`src/rtl/tiny_cpu_pkg.sv`:
```
// tiny_cpu_pkg: ISA widths, opcode encoding and the reset program image.
// Pure declarations; no latency or backpressure.
package tiny_cpu_pkg;
  localparam int WORD_W = 9;
  localparam int ADDR_W = 3;
  localparam int DEPTH  = 8;

  typedef enum logic [2:0] {
    OP_NOP  = 3'd0,
    OP_SUB  = 3'd1,
    OP_AND  = 3'd2,
    OP_OR   = 3'd3,
    OP_MOV  = 3'd4,
    OP_BEQZ = 3'd5,
    OP_ADD  = 3'd6,
    OP_JMP  = 3'd7
  } op_t;

  localparam logic [WORD_W-1:0] INIT_IMAGE [DEPTH] = '{
    9'b100101010, 9'b110111000, 9'b110111010, 9'b000000000,
    9'b000000001, 9'b000000101, 9'b000000000, 9'b111001111
  };

  function automatic op_t word_op(input logic [WORD_W-1:0] w);
    return op_t'(w[8:6]);
  endfunction
endpackage

```
`src/rtl/tiny_cpu_mem.sv`:
```
// tiny_cpu_mem: 8x9 flop memory, three combinational reads, one write at clk edge.
// Reads are zero latency; no backpressure; image reloaded while reset is low.
module tiny_cpu_mem
  import tiny_cpu_pkg::*;
(
  input  logic              clk,
  input  logic              reset,
  input  logic [ADDR_W-1:0] fetch_addr,
  output logic [WORD_W-1:0] fetch_dat,
  input  logic [ADDR_W-1:0] x_addr,
  output logic [WORD_W-1:0] x_dat,
  input  logic [ADDR_W-1:0] y_addr,
  output logic [WORD_W-1:0] y_dat,
  input  logic              wr_en,
  input  logic [WORD_W-1:0] wr_dat
);
  logic [WORD_W-1:0] mem [0:DEPTH-1];

  always_ff @(posedge clk or negedge reset) begin
    if (!reset) begin
      for (int i = 0; i < DEPTH; i++) mem[i] <= INIT_IMAGE[i];
    end else if (wr_en) begin
      mem[y_addr] <= wr_dat;
    end
  end

  assign fetch_dat = mem[fetch_addr];
  assign x_dat     = mem[x_addr];
  assign y_dat     = mem[y_addr];
endmodule

```
`src/rtl/tiny_cpu.sv`:
```
// tiny_cpu: single-cycle memory-to-memory CPU, one instruction retired per clk edge.
// No backpressure; TINY_CPU_HALT_EN adds a halted output that gates memory writes.
module tiny_cpu
  import tiny_cpu_pkg::*;
(
  input  logic              clk,
  input  logic              reset,
  output logic [ADDR_W-1:0] pc
`ifdef TINY_CPU_HALT_EN
  ,
  output logic              halted
`endif
);
  logic [WORD_W-1:0] ir, xv, yv, res;
  logic [ADDR_W-1:0] xa, ya, pc_nxt;
  logic              we, wr_en;
  op_t               op;

  assign op = word_op(ir);
  assign xa = ir[5:3];
  assign ya = ir[2:0];

  tiny_cpu_mem MEM (
    .clk        (clk),
    .reset      (reset),
    .fetch_addr (pc),
    .fetch_dat  (ir),
    .x_addr     (xa),
    .x_dat      (xv),
    .y_addr     (ya),
    .y_dat      (yv),
    .wr_en      (wr_en),
    .wr_dat     (res)
  );

  always_comb begin
    res    = yv;
    we     = 1'b0;
    pc_nxt = pc + 3'd1;
    case (op)
      OP_SUB:  begin res = yv - xv; we = 1'b1; end
      OP_AND:  begin res = yv & xv; we = 1'b1; end
      OP_OR:   begin res = yv | xv; we = 1'b1; end
      OP_MOV:  begin res = xv;      we = 1'b1; end
      OP_ADD:  begin res = yv + xv; we = 1'b1; end
      OP_BEQZ: if (xv == '0) pc_nxt = ya;
      OP_JMP:  pc_nxt = ya;
      default: ;
    endcase
  end

`ifdef TINY_CPU_HALT_EN
  assign halted = (op == OP_JMP) && (ya == pc);
  assign wr_en  = we && !halted;
`else
  assign wr_en  = we;
`endif

  always_ff @(posedge clk or negedge reset) begin
    if (!reset) pc <= '0;
    else        pc <= pc_nxt;
  end
endmodule

```
`config.mk`:
```
export PLATFORM = sky130hd
export DESIGN_NAME = tiny_cpu
export DESIGN_NICKNAME = d
export VERILOG_FILES = /design/src/rtl/tiny_cpu_pkg.sv /design/src/rtl/tiny_cpu_mem.sv /design/src/rtl/tiny_cpu.sv
export SDC_FILE = /design/constraint.sdc
export NUM_CORES = 1
export LEC_CHECK = 0
export BUFFER_PORTS_ARGS = -buffer_cell sky130_fd_sc_hd__buf_2
export CORE_ASPECT_RATIO = 0.5
export CORE_UTILIZATION = 65
export DETAILED_ROUTE_END_ITERATION = 7
export PLACE_DENSITY = 0.82
export REMOVE_ABC_BUFFERS = 1
export SLEW_MARGIN = 20
export SYNTH_ARGS = -nofsm -noshare
export SYNTH_HDL_FRONTEND = slang
export SYNTH_HIERARCHICAL = 1
export SYNTH_SLANG_ARGS = --single-unit
```
`constraint.sdc`:
```
create_clock -name clk -period 14.2 [get_ports clk]
set_clock_uncertainty 0.15 [all_clocks]
set_input_delay 2.84 -clock clk [delete_from_list [all_inputs] [get_ports clk]]
set_output_delay 2.84 -clock clk [all_outputs]
set_load 0.02 [all_outputs]
```
==> results of run 1 <==
-- area by class of cell --
type	instances	area [um^2]
multi-input cells	337	3620
fillers	493	2300
flip-flops and latches	75	1910
clock buffers	10	229
well taps	112	140
inverters	12	45.0
clock inverters	6	43.8
repair buffers	6	35.0
-- flip-flops by register name, summed over array words and instances (netlist names) --
name     flops
MEM/mem     72
pc           3
-- cell families (layout without fill, tap and decap cells) --
family	Yosys count	count (layout)	share of synthesized area [%]
xor gates and xnor gates	15	15	2.27
buffers and inverters	43	34	4.31
adders and majority gates	15	15	3.34
muxes	157	157	41.8
AOI/OAI and AO/OA	73	73	8.19
DFF	75	75	33.0
and+or+nand+nor	77	77	7.06
-- worst min path at each step --
stage	end	slack (ns)	cells past startpoint
finish	MEM/mem[28]$_DFFE_PN0P_	0.40	1
CTS	MEM/mem[55]$_DFFE_PN0P_	0.40	1
global placement	MEM/mem[55]$_DFFE_PN0P_	0.37	1
global route	MEM/mem[10]$_DFFE_PN0P_	0.42	1
floorplan	MEM/mem[54]$_DFFE_PN0P_	0.35	1
detailed placement	MEM/mem[55]$_DFFE_PN0P_	0.39	1
-- layer usage --
metal / wire [um] / track usage [%]
met1: 5800 / 45.9
met2: 6660 / 56.4
met3: 1860 / 10.7
met4: 391 / 12.8
met5: 0 / 0
-- stage by stage --
stage / utilization [%] / hold WS, ns / instance area (um^2) / power, mW
after floorplan: - / 0.351 / 5570 / 0.218
after global placement: 69.1 / 0.372 / 5750 / 0.222
after detailed placement: 69.1 / 0.387 / 5750 / 0.222
after CTS: 72.4 / 0.399 / 6020 / 0.429
after global routing: 72.4 / 0.422 / 6020 / 0.439
final: 72.4 / 0.399 / 6020 / 0.429
-- cells in the mapped netlist, drive strengths merged (2+ instances only) --
cell type	number	share of area, %
o31ai	2	0.35
nor3	12	1.0
a211oi	3	0.48
clkbuf	10	0.69
nand2b	5	0.54
a221oi	5	0.76
nand3	8	1.0
mux2	106	21
o21a	3	0.39
inv	12	0.78
a31oi	3	0.32
o211ai	2	0.26
buf	21	2.8
o21ai	21	1.8
nor2	19	1.2
ha	13	2.8
and2	2	0.22
xor2	6	0.91
dfstp	25	11
a21oi	19	1.6
nand2	18	1.2
and3	4	0.43
a22oi	3	0.39
nor2b	3	0.32
dfrtp	50	22
mux4	46	20
mux2i	5	0.87
xnor2	9	1.4
-- report_power, final --
| part | internal [mW] | leakage, nW | total [mW] | switching (mW) |
|---|---|---|---|---|
| Sequential | 0.214 | 0.953 | 0.214 | 0 |
| Combinational | 0.000270 | 1.65 | 0.00421 | 0.00394 |
| Clock | 0.118 | 0.121 | 0.211 | 0.0928 |
| Total | 0.333 | 2.73 | 0.429 | 0.0968 |
-- worst max-delay path, cell delays in order (launching register included) --
cell	delay, ns
sky130_fd_sc_hd__dfrtp_1	0.47
sky130_fd_sc_hd__buf_4	0.35
sky130_fd_sc_hd__mux4_1	0.60
sky130_fd_sc_hd__mux2_2	0.50
sky130_fd_sc_hd__mux4_1	0.53
sky130_fd_sc_hd__mux2_2	0.33
sky130_fd_sc_hd__inv_1	0.12
sky130_fd_sc_hd__ha_1	0.24
sky130_fd_sc_hd__nand2_1	0.06
sky130_fd_sc_hd__o21ai_0	0.11
sky130_fd_sc_hd__ha_1	0.32
sky130_fd_sc_hd__a211oi_2	0.27
sky130_fd_sc_hd__nor3_1	0.09
sky130_fd_sc_hd__o31ai_2	0.27
sky130_fd_sc_hd__mux2i_1	0.22
sky130_fd_sc_hd__a311oi_1	0.12
sky130_fd_sc_hd__a221oi_1	0.85
sky130_fd_sc_hd__mux2_2	0.33
==> summary.md, run 1 <==
| Metric | Value |
|---|---|
| GR Overflow Total | `0` |
| Share of synthesized area occupied by flip-flops and latches | `33.0%` |
| Number of ports placed on the die boundary | `5` |
| Initial antenna violation count | `0` |
| Initial DRC count | `roughly 530` |
| Launching element type of the critical path | `register` |
| Timing startpoint of the critical path | `pc[0]$_DFF_PN0_` |
| Number of synthesized flops with an enable pin | `0` |
| Total die area | `between 0.009 and 0.01 mm^2` |
| Hold Buf Count CTS | `0` |
| Actual transition at the worst max-transition pin | `between 1 and 1.5 ns` |
| Post-Syn Instances | `455` |
| 1st-pass router iterations | `5` |
| Post-DR wirelength/cell | `approximately 26 um` |
| Detailed Route WL | `between 10000 and 15000 um` |
| Avg Inst Size Synth | `12.7 um^2` |
| Leakage | `around 2.7 nW` |
| CTS tree | `built` |
| Effective utilization at floorplan | `a little over two thirds` |
| Standard cell core area | `0.00832 mm^2` |
| # setup viols final | `0` |
| Startpoint of the most critical register-to-register path | `pc[0]$_DFF_PN0_` |
| Clock tree root buffer cell | `sky130_fd_sc_hd__clkbuf_16` |
| Setup repair after global routing missed its margin | `false` |
| Setup ws final | `8.15 ns` |
| # port buffers | `4` |
| Final standard cell count with taps included and fillers excluded | `558` |
| Final critical path time including I/O delays and setup | `around 6.1 ns` |
| Highest-count cells in the layout ignoring fill and taps | `sky130_fd_sc_hd__mux2_2 (106), sky130_fd_sc_hd__dfrtp_1 (50), sky130_fd_sc_hd__mux4_1 (36)` |
| Maximum vdd drop | `~70 uV` |
| CTS clk-pin slew, worst paths | `0.06 ns` |
| Total power divided by cell area | `71.3 mW/mm^2` |
| Data arrival time at the worst-slack endpoint | `a little over 6 ns` |
| Flip-flop and latch count after synthesis | `75` |
| Clock latency on the worst-skew pair | `around 0.34 ns` |
| Number of core rows | `23` |
| Clock sink total | `75` |
| Number of antenna cells inserted | `0` |
| Path depth of the worst reg2reg path | `17` |
| Worst path required time | `14.32 ns` |
| Clock Tree Buf Depth | `2` |
| Synth Cell Area | `between 0.005 and 0.006 mm^2` |
| Path category of the worst min-delay check | `reg -> reg` |
| Period utilisation layout | `a little over two fifths` |
| Min-delay src | `MEM/mem[28]$_DFFE_PN0P_` |
| Type of the setup path with the least slack | `reg -> reg` |
| Wire length of the first global-routing pass | `23400 um` |
| Commonest register cell after synthesis | `sky130_fd_sc_hd__dfrtp_1` |
| Buffer count from post-CTS setup fixing | `0` |
| Post-DRT Antenna Nets | `0` |
| Via count of the first global-routing pass | `~4000` |
| Cells resized by post-CTS repair | `0` |
| Relative slew slack | `roughly 30%` |
| Instance count after placement with tap cells included | `542` |
| Share of synthesized registers carrying an async set or reset | `100%` |
| Pins over their slew limit | `0` |
| Total negative slack for setup checks | `0 ns` |
| Chip Height | `~69 um` |
| Worst reg2reg endpoint | `MEM/mem[25]$_DFFE_PN0P_` |
| Final Hold Fails | `0` |
| Die extent in x | `135 um` |
| Worst setup timing slack at the placement stage | `between 8 and 9 ns` |
| All-Layer GR Usage | `roughly a third` |
| Total number of yosys warnings | `6` |
| H-Tree Depth | `3` |
| Routed via count | `4201` |
| Commonest non-fill, non-tap cell in the layout | `sky130_fd_sc_hd__mux2_2` |
| End of the critical path | `MEM/mem[25]$_DFFE_PN0P_` |
| HPWL after detailed placement | `9770 um` |
| Type of element capturing the critical path | `register` |
| Peak clock frequency supported by timing | `approximately 170 MHz` |
| Slack of the worst reg-to-reg path | `approximately 8.1 ns` |
| Number of different library cells in the post-synthesis netlist | `approximately 60` |
| Fraction of final layout cells with drive strength greater than 1 | `about two fifths` |
| Max-capacitance violation count | `0` |
| Area added between synthesis and finish | `4.22%` |
| Via-to-Cell Ratio | `7.53` |
| TritonCTS buffer count | `9` |
| Largest net degree at the start of global routing | `between 70 and 80` |
| DR DRC count | `0` |
| Net count, final | `about 460` |
| Outcome | `finished, final reports clean` |
| Worst-path fanout max | `18` |
| Final RePlAce weighted congestion | `about 0.90` |
Power figures use the tool's default switching activity.
==> run 2, diff against run 1 <==
--- a/config.mk
+++ b/config.mk
@@ -5,6 +5,7 @@
 export SDC_FILE = /design/constraint.sdc
 export NUM_CORES = 1
 export LEC_CHECK = 0
+export ABC_AREA = 1
 export BUFFER_PORTS_ARGS = -buffer_cell sky130_fd_sc_hd__buf_2
 export CORE_ASPECT_RATIO = 0.5
 export CORE_UTILIZATION = 65
==> constraint.sdc (replaced) <==
create_clock -name clk -period 6.35 [get_ports clk]
set_clock_uncertainty 0.15 [all_clocks]
set_input_delay 1.27 -clock clk [delete_from_list [all_inputs] [get_ports clk]]
set_output_delay 1.27 -clock clk [all_outputs]
set_load 0.02 [all_outputs]
==> run 2 against run 1 <==
Effect of this change: highest routed layer unchanged; synthesized cell count rose by 130%; flip-flop and latch count did not move; critical path type unchanged; the run now ends with design-rule violations left; non-clock buffer count rose by 5; clock power rose to 2.7 times the previous value.
==> summary.md, run 2 <==
| Metric | Value |
|---|---|
| Chip Height | `70.9 um` |
| Clock sink total | `75` |
| Total number of yosys warnings | `6` |
| Path depth of the worst reg2reg path | `29` |
| Pins over their slew limit | `0` |
| Max stage delay on crit path | `about 0.85 ns` |
| Initial DRC count | `761` |
| Count of filler cells inserted in the layout | `782` |
| Launching element type of the critical path | `register` |
| Post-DR wirelength/cell | `17.5 um` |
| Post-layout power | `between 1 and 1.5 mW` |
| # port buffers | `4` |
| Number of core rows | `24` |
| Hold Buf Count CTS | `0` |
| Instance count after placement with tap cells included | `between 1000 and 1500` |
| Number of different library cells in the post-synthesis netlist | `35` |
| Buffer count from post-CTS setup fixing | `0` |
| Clock tree root buffer cell | `sky130_fd_sc_hd__clkbuf_16` |
| Clock latency on the worst-skew pair | `0.35 ns` |
| Actual transition at the worst max-transition pin | `roughly 1.1 ns` |
| Maximum vdd drop | `~130 uV` |
| Final Hold Fails | `0` |
| Cells resized by post-CTS repair | `0` |
| Highest-count cells in the layout ignoring fill and taps | `sky130_fd_sc_hd__nand2_1 (508), sky130_fd_sc_hd__inv_1 (126), sky130_fd_sc_hd__nand3_1 (113)` |
| Top cells by area in the synthesized netlist | `sky130_fd_sc_hd__nand2_1 (31%), sky130_fd_sc_hd__dfrtp_1 (20%), sky130_fd_sc_hd__dfstp_2 (11%), sky130_fd_sc_hd__nand3_1 (9.2%), sky130_fd_sc_hd__inv_1 (7.7%)` |
| Relative slew slack | `around a quarter` |
| Area share of the leading cell type in the synthesized netlist | `between 30% and 40%` |
| Peak clock frequency supported by timing | `around 170 MHz` |
| Via-to-Cell Ratio | `5.87` |
| CTS tree | `built` |
| 1st-pass router iterations | `8` |
| Routed via count | `between 6000 and 7000` |
| Cell with the most instances after synthesis | `sky130_fd_sc_hd__nand2_1` |
| Outcome | `finished with violations` |
| Die extent in x | `140 um` |
| Number of antenna cells inserted | `0` |
| Post-DRT Antenna Nets | `0` |
| Final design area excluding fillers | `0.00653 mm^2` |
| Wire length of the first global-routing pass | `about 32000 um` |
| Worst path required time | `roughly 6.4 ns` |
| Type of element capturing the critical path | `register` |
| All-Layer GR Usage | `between 40 and 50%` |
| Detailed Route WL | `around 20000 um` |
| Final standard cell count with taps included and fillers excluded | `approximately 1100` |
| Type of the setup path with the least slack | `reg -> reg` |
| Startpoint of the most critical register-to-register path | `pc[0]$_DFF_PN0_` |
| Cell type with the highest aggregate area in the netlist | `sky130_fd_sc_hd__nand2_1` |
| Cell type group with the largest total delay on the critical path | `buffers and inverters` |
| TritonCTS buffer count | `9` |
| Period utilisation layout | `between 90% and 100%` |
| Via count of the first global-routing pass | `just under 6000` |
| Data arrival time at the worst-slack endpoint | `5.96 ns` |
| HPWL after detailed placement | `13900 um` |
| Leading registers by flop count | `MEM/mem x72, pc x3` |
| Effective utilization at floorplan | `approximately 69%` |
| Setup repair after global routing missed its margin | `false` |
| Commonest non-fill, non-tap cell in the layout | `sky130_fd_sc_hd__nand2_1` |
| Fraction of final layout cells with drive strength greater than 1 | `roughly 8.3%` |
| Area occupied by multi-input gates | `between 0.003 and 0.004 mm^2` |
| Worst reg2reg endpoint | `MEM/mem[42]$_DFFE_PN0P_` |
| Leakage | `3.49 nW` |
| Flip-flop and latch count after synthesis | `75` |
| Avg Inst Size Synth | `slightly below 6 um^2` |
| CP Depth | `29` |
| Number of synthesized flops with an enable pin | `0` |
| Total power divided by cell area | `between 150 and 200 mW/mm^2` |
| Largest net degree at the start of global routing | `76` |
| Share of synthesized registers carrying an async set or reset | `100%` |
| Standard cell core area | `just under 0.009 mm^2` |
| Number of flip-flops under the largest register name | `about 70` |
| Max-capacitance violation count | `0` |
| Area added between synthesis and finish | `5.89%` |
| Register area | `~0.0019 mm^2` |
| Timing startpoint of the critical path | `pc[0]$_DFF_PN0_` |
| Final critical path time including I/O delays and setup | `~5.9 ns` |
| Commonest register cell after synthesis | `sky130_fd_sc_hd__dfrtp_1` |
| Final RePlAce weighted congestion | `roughly 0.94` |
| DR DRC count | `16` |
| Clock Tree Buf Depth | `2` |
| Failing checks | `design-rule violations` |
| End of the critical path | `MEM/mem[42]$_DFFE_PN0P_` |
| Initial antenna violation count | `0` |
| H-Tree Depth | `3` |
| Share of synthesized area occupied by flip-flops and latches | `31.0%` |
| Worst path bufs/invs | `7` |
| Total negative slack for setup checks | `0 ns` |
| CTS clk-pin slew, worst paths | `about 0.060 ns` |
| Synth Cell Area | `~0.0062 mm^2` |
| Number of ports placed on the die boundary | `5` |
| Slack of the worst reg-to-reg path | `roughly 0.49 ns` |
| GR Overflow Total | `0` |
| Total placed instance area | `~0.0062 mm^2` |
| Register with the most flip-flops | `MEM/mem` |
| Path category of the worst min-delay check | `reg -> reg` |
| Net count, final | `approximately 1000` |
| Post-Syn Instances | `around 1000` |
| # setup viols final | `0` |
| Commonest cells in the netlist | `sky130_fd_sc_hd__nand2_1 (508), sky130_fd_sc_hd__inv_1 (126), sky130_fd_sc_hd__nand3_1 (113)` |
| Total die area | `approximately 0.0099 mm^2` |
| Top cell by count, worst path | `sky130_fd_sc_hd__nand2_1` |
| Library cell contributing the largest single delay on the critical path | `sky130_fd_sc_hd__clkinv_1` |
| Worst-path fanout max | `36` |
[run 2: cell types whose count changed after synthesis, sizes merged, moves of 46 or more]
cell | previous run | this run
mux4 | 46 | 0
nand3 | 8 | 118
o21ai | 21 | 81
nand2 | 18 | 517
mux2 | 106 | 1
inv | 12 | 137
[run 2: layout make-up]
cell class                 instances  area share (%)
tap                              117            2.24
clock inverter                     6            1.44
inverter                         143            8.22
clock buffer                      10            3.51
sequential                        75            29.2
timing repair buffer              11            1.15
multi-input combinational        785            54.2
[run 2: worst min path at each step]
stage	start	endpoint	slack, ns	cells after the start
after detailed placement	MEM/mem[10]$_DFFE_PN0P_	MEM/mem[10]$_DFFE_PN0P_	0.32	2
after global placement	MEM/mem[30]$_DFFE_PN0P_	MEM/mem[30]$_DFFE_PN0P_	0.32	2
final	MEM/mem[71]$_DFFE_PN1P_	MEM/mem[71]$_DFFE_PN1P_	0.33	2
after global routing	MEM/mem[30]$_DFFE_PN0P_	MEM/mem[30]$_DFFE_PN0P_	0.36	2
after floorplan	MEM/mem[10]$_DFFE_PN0P_	MEM/mem[10]$_DFFE_PN0P_	0.30	2
after CTS	MEM/mem[71]$_DFFE_PN1P_	MEM/mem[71]$_DFFE_PN1P_	0.34	2
[run 2: kinds of logic after synthesis]
family,synth area share [%]
AOI/OAI and AO/OA,8.50
muxes,0.183
xor gates and xnor gates,1.14
adders and majority gates,2.96
DFF,31.0
buffers and inverters,11.7
and+or+nand+nor,44.6
[run 2: per-layer routing]
layer  up-vias  GRT usage (%)  part of all wire [%]
li1       3183              -                     -
met1      3046           64.3                    44
met2       457           56.7                    39
met3        42           14.0                    15
met4         0           12.8                   2.1
met5         -              0                     0
[run 2: stage by stage]
step	util (%)	hold WS [ns]	setup slack, ns
5_1_grt	72.9	0.356	0.000861
3_5_place_dp	69.3	0.323	0.754
2_1_floorplan	-	0.303	0.148
4_1_cts	72.9	0.335	0.687
3_3_place_gp	69.3	0.317	0.940
6_report	72.9	0.334	0.486
[run 2: report_power, final]
group          internal [mW]  switching, mW  leakage (nW)
Clock                  0.349          0.224         0.154
Sequential             0.479              0         0.953
Combinational       0.000359        0.00915          2.39
[run 2: worst min-delay path: stages (launching register included)]
cell	delay, ns
sky130_fd_sc_hd__dfstp_2	0.37
sky130_fd_sc_hd__nand2_1	0.05
sky130_fd_sc_hd__o21ai_1	0.05
